===== src/rtl/ysyx_23060025_scoreboard.sv =====
// GPR/CSR write scoreboard between IDU issue and WBU retirement: per-register
// in-flight writer counters, issue stall generation, stall counter, underflow flag.
module ysyx_23060025_scoreboard #(
    parameter int CNT_W = 2
) (
    input  logic        clock,
    input  logic        reset,
    input  logic        idu_valid_i,
    input  logic        idu_ren1_i,
    input  logic [4:0]  idu_rsc1_i,
    input  logic        idu_ren2_i,
    input  logic [4:0]  idu_rsc2_i,
    input  logic        idu_wd_i,
    input  logic [4:0]  idu_wreg_i,
    input  logic        idu_csr_ren_i,
    input  logic        idu_csr_wen_i,
    input  logic        exu_allowin_i,
    input  logic        wbu_valid_i,
    input  logic        wbu_wd_i,
    input  logic [4:0]  wbu_wreg_i,
    input  logic        wbu_csr_wen_i,
    input  logic        flush_i,
    output logic        sb_stall_o,
    output logic        sb_issue_o,
    output logic [31:0] sb_pending_o,
    output logic        sb_csr_pending_o,
    output logic [31:0] sb_stall_cnt_o,
    output logic        sb_err_o
);
    localparam logic [CNT_W-1:0] CNT_MAX = '1;
    localparam logic [CNT_W-1:0] CNT_ONE = CNT_W'(1);

    logic [CNT_W-1:0] cnt_q [0:31];
    logic [CNT_W-1:0] cnt_d [0:31];
    logic [CNT_W-1:0] csr_cnt_q, csr_cnt_d;
    logic [31:0]      stall_cnt_q;
    logic             err_q;
    logic [31:0]      inc_w, dec_w;
    logic             csr_inc, csr_dec;
    logic             gpr_under, csr_under;
    logic             raw1, raw2, csr_haz, sat, csat;

    // Hazards look only at registered counts; a same-cycle retire never releases a stall.
    assign raw1    = idu_ren1_i && (idu_rsc1_i != 5'd0) && (cnt_q[idu_rsc1_i] != '0);
    assign raw2    = idu_ren2_i && (idu_rsc2_i != 5'd0) && (cnt_q[idu_rsc2_i] != '0);
    assign csr_haz = idu_csr_ren_i && (csr_cnt_q != '0);
    assign sat     = idu_wd_i && (idu_wreg_i != 5'd0) && (cnt_q[idu_wreg_i] == CNT_MAX);
    assign csat    = idu_csr_wen_i && (csr_cnt_q == CNT_MAX);

    assign sb_stall_o = idu_valid_i && (raw1 || raw2 || csr_haz || sat || csat);
    assign sb_issue_o = idu_valid_i && exu_allowin_i && !sb_stall_o;

    assign inc_w[0]        = 1'b0;
    assign dec_w[0]        = 1'b0;
    assign sb_pending_o[0] = 1'b0;

    genvar gi;
    generate
        for (gi = 1; gi < 32; gi++) begin : g_reg
            assign inc_w[gi]        = sb_issue_o && idu_wd_i && (idu_wreg_i == 5'(gi));
            assign dec_w[gi]        = wbu_valid_i && wbu_wd_i && (wbu_wreg_i == 5'(gi));
            assign sb_pending_o[gi] = (cnt_q[gi] != '0);
        end
    endgenerate

    assign csr_inc = sb_issue_o && idu_csr_wen_i;
    assign csr_dec = wbu_valid_i && wbu_csr_wen_i;

    always_comb begin
        gpr_under = 1'b0;
        for (int r = 0; r < 32; r++) begin
            cnt_d[r] = cnt_q[r];
            if (inc_w[r] && !dec_w[r]) begin
                cnt_d[r] = cnt_q[r] + CNT_ONE;
            end else if (dec_w[r] && !inc_w[r]) begin
                if (cnt_q[r] == '0) gpr_under = 1'b1;
                else                cnt_d[r] = cnt_q[r] - CNT_ONE;
            end
        end
    end

    always_comb begin
        csr_cnt_d = csr_cnt_q;
        csr_under = 1'b0;
        if (csr_inc && !csr_dec) begin
            csr_cnt_d = csr_cnt_q + CNT_ONE;
        end else if (csr_dec && !csr_inc) begin
            if (csr_cnt_q == '0) csr_under = 1'b1;
            else                 csr_cnt_d = csr_cnt_q - CNT_ONE;
        end
    end

    // Flush kills all in-flight writers, so it beats any same-cycle issue or retire.
    always_ff @(posedge clock) begin
        if (reset) begin
            for (int r = 0; r < 32; r++) cnt_q[r] <= '0;
            csr_cnt_q   <= '0;
            stall_cnt_q <= '0;
            err_q       <= 1'b0;
        end else begin
            for (int r = 0; r < 32; r++) cnt_q[r] <= flush_i ? '0 : cnt_d[r];
            csr_cnt_q <= flush_i ? '0 : csr_cnt_d;
            if (sb_stall_o) stall_cnt_q <= stall_cnt_q + 32'd1;
            if (!flush_i && (gpr_under || csr_under)) err_q <= 1'b1;
        end
    end

    assign sb_csr_pending_o = (csr_cnt_q != '0);
    assign sb_stall_cnt_o   = stall_cnt_q;
    assign sb_err_o         = err_q;
endmodule

===== config.mk =====
export PLATFORM = sky130hd
export DESIGN_NAME = ysyx_23060025_scoreboard
export DESIGN_NICKNAME = d
export VERILOG_FILES = /design/src/rtl/ysyx_23060025_scoreboard.sv
export SDC_FILE = /design/constraint.sdc
export NUM_CORES = 1
export LEC_CHECK = 0
export BUFFER_PORTS_ARGS = -buffer_cell sky130_fd_sc_hd__buf_2
export CORE_MARGIN = 2
export CORE_UTILIZATION = 45
export CTS_CLUSTER_DIAMETER = 60
export DETAILED_ROUTE_END_ITERATION = 7
export GPL_TIMING_DRIVEN = 0
export PLACE_DENSITY = 0.71
export SLEW_MARGIN = 10
export SYNTH_ARGS = -nofsm -noshare
export SYNTH_HDL_FRONTEND = slang
export SYNTH_SLANG_ARGS = --single-unit

===== constraint.sdc =====
create_clock -name clock -period 4.15 [get_ports clock]
set_input_delay 0.83 -clock clock [delete_from_list [all_inputs] [get_ports clock]]
set_output_delay 0.83 -clock clock [all_outputs]
set_load 0.1 [all_outputs]

==> run metrics <==
outcome finished with violations; failing checks setup timing; Boundary Pins 101; Iter 0 DRT Violations 726; largest net degree at the start of global routing 20; placed instance count 1,330; core area ~17,000 um^2; Final Hold Fails 0; Synth top area share 0.241; Setup CP Type input pin to flop; Post-Place Worst Slack -1.43 ns; cell area after synthesis ~8000 um^2; Final ANT Viol Nets 0; Setup crit start kind input pin; Synth area leader dfxtp_1; maximum clock rate 0.229 GHz; CTS root buf clkbuf_16; Cells after Synth 1,012; GRT Util Overall 0.281; Post-synth EDFFs 0; CP Capture Type flop; CTS tree yes; post-synthesis mux area share 0.0918; peak supply drop 0.196 mV; vias in the first global route 7,386; total wire length around 26,000 um; Placer Congestion 1.00; slowest CP cell mux4_2; met3 Usage GRT 0.0621; final instance count without filler cells 1,359; busiest grt layer met2; critical path arrival 4.61 ns; met1 usage 0.360; IO buf count 93; Post-synth top flop dfxtp_1; Top cell by count, worst path nor2_1; unrepaired setup endpoints after global routing true; Crit Path Max Fanout 10; CP delay by family, top simple AND/OR/NAND/NOR gates; CTS sink count 97; most frequent cells in the layout buf_2, dfxtp_1, nor2b_1; ranking of synthesized cells by area dfxtp_1, ha_1, nor2b_1, mux4_2, o21ai_0; gr ovfl total 0; layout cell share with drive strength beyond 1 0.212; Power Dens Cells 229 nW/um^2; WL per Instance 19.4 um; Req. time, crit path 4.40 ns; syn_nets 1,110; fin nets about 1,200; main combinational cell family by area after synthesis simple AND/OR/NAND/NOR gates; final clock skew 0.00915 ns; Layout area overhead 17.5%; Final Setup Violations 1; row count 48; max-slew violations 0; syn_area_per_cell 7.98 um^2; Hold Path Class flop to flop; Max stage delay on crit path 0.50 ns; post-synthesis cell type count between 60 and 70; H-tree Lvls 3; Seq cells post-synth 97; Static Leak 4.09 nW; Max-Cap Viols 0; drt drc 0; # diodes 0; Seq/Total Area, Yosys 0.241; Reg2Reg Setup Slack 0.04 ns; CTS max path bufs 2; Synth Area in Compound Gates 0.134; clock latency at the later pin of the worst-skew pair 0.37 ns; WP buf/inv 4; ys async rst share 0; Die Area 19,000 um^2; final setup margin -0.209 ns; cells along the critical path buf_12 > buf_12 > mux4_2 > mux2i_1 > nor2_1 > o221ai_2 > o2111ai_4 > nor2_8 > nand2_4 > buf_6 > buf_6 > nor4_4 > ha_2 > nor3_1 > a22o_1 > a221oi_4 > nand4_1 > nor3_4 > nor2_1 > nor2_1 > nor2_1; Num CTS Buffers 9; met2 Usage GRT 0.460; Final min period approximately 4.4 ns; router iterations before antenna repair 5; xor and xnor area share after synthesis 0.0401; initial core utilization 0.464; fin crit share 1.05; Via density around 5.9; height of the die 138 um; Max-slew headroom 0.386; Worst-Margin Slew 0.921 ns; post-DP HPWL 20,000 um; antenna violations before repair 0; total power 2.17 mW; Synth Area in Adders 0.101; DR vias 8,067; Post-Synth Simple-Gate Area 0.329; Die X 138 um; clock edge transition at the registers on the reported setup and hold paths 0.08 ns; final core utilization 0.545; Synth Warn # 0; first-pass GRT wire length approximately 40,000 um; Hold WS 0.484 ns
## path summary, 6_finish.rpt
path,depth (start not counted),startpoint,end
max,21,idu_wreg_i[0],sb_err_o
min,2,sb_stall_cnt_o[31],sb_stall_cnt_o[31]
max reg2reg,19,cnt_q[9][0],sb_err_o
min reg2reg,2,sb_stall_cnt_o[31],sb_stall_cnt_o[31]
## state kept, by name (all words and copies together) (netlist names)
register	cells
sb_stall_cnt_o	32
csr_cnt_q	2
cnt_q	62
sb_err_o	1
## cell usage after synthesis, drive strengths merged (3+ instances only)
library cell and n:
ha 65, or3b 3, buf 15, and2 4, a22o 6, xor2 34
a221oi 8, and4 3, a2111oi 4, mux2i 5, nand2b 5, or4 15
nor2b 89, a21oi 45, and3 7, nor4 14, mux2 15, nor2 87
o211ai 3, inv 75, or2 28, o21ai 81, nand4 11, dfxtp 97
nand2 55, nand3 22, or3 11, a22oi 5, nor3 78, xnor2 3
nand3b 5, mux4 23, clkbuf 32, nor3b 32, a211oi 4
## per-stage QoR
| step | instance area (um^2) | setup TNS (ns) |
|---|---|---|
| 2_1_floorplan | 8080 | -0.0921 |
| 3_3_place_gp | 8830 | -12.20 |
| 3_5_place_dp | 8830 | -15.05 |
| 4_1_cts | 9460 | -0.127 |
| 5_1_grt | 9490 | -0.346 |
| 6_report | 9490 | -0.209 |
## final cells by class
class	instances	area, um^2
well taps	225	282
repair buffers	106	623
flip-flops and latches	97	1940
clock buffers	9	225
multi-input cells	793	5760
clock inverters	7	97.6
inverters	75	282
fillers	1639	7930
plain buffers	47	270
## layer usage
| metal | vias to the layer above | share of wire |
|---|---|---|
| met5 | - | 0 |
| met4 | 0 | 0.036 |
| li1 | 3816 | - |
| met2 | 387 | 0.46 |
| met1 | 3801 | 0.41 |
| met3 | 63 | 0.094 |
## worst reg2reg max path, cell delays in order (launching register included)
cell and delay, ns:
dfxtp_1 0.36, nor2_1 0.39, mux4_2 0.32, mux2i_1 0.11
a211oi_1 0.35, o2111ai_4 0.23, nor2_8 0.17, nand2_4 0.09
buf_6 0.18, buf_6 0.17, nor4_4 0.13, ha_2 0.22
nor3_1 0.05, a22o_1 0.26, a221oi_4 0.28, nand4_1 0.23
nor3_4 0.24, nor2_1 0.06, nor2_1 0.09, nor2_1 0.05
## what timing repair did
action	in CTS	in global routing
endpoints found under the setup margin	4	3
endpoints found under the hold margin	0	0
setup buffers	10	1
pin swaps	11	0
hold buffers	0	0
resized for setup	37	8
gates cloned	2	0
## kinds of logic (layout without fill, tap and decap cells)
group,Yosys count,in the layout
AOI/OAI and AO/OA,176,176
xor gates and xnor gates,37,37
adders and majority gates,65,65
buffers and inverters,122,244
DFF,97,97
muxes,43,43
other,1,1
and+or+nand+nor,471,471
## where the power goes
| part | leakage, nW | switching [mW] | total (mW) | internal [mW] |
|---|---|---|---|---|
| registers | 0.781 | 0.00205 | 0.934 | 0.931 |
| clock network | 0.159 | 0.453 | 0.943 | 0.490 |
| logic | 3.15 | 0.201 | 0.294 | 0.0927 |
Note: power is estimated with default switching activity, not from simulation.
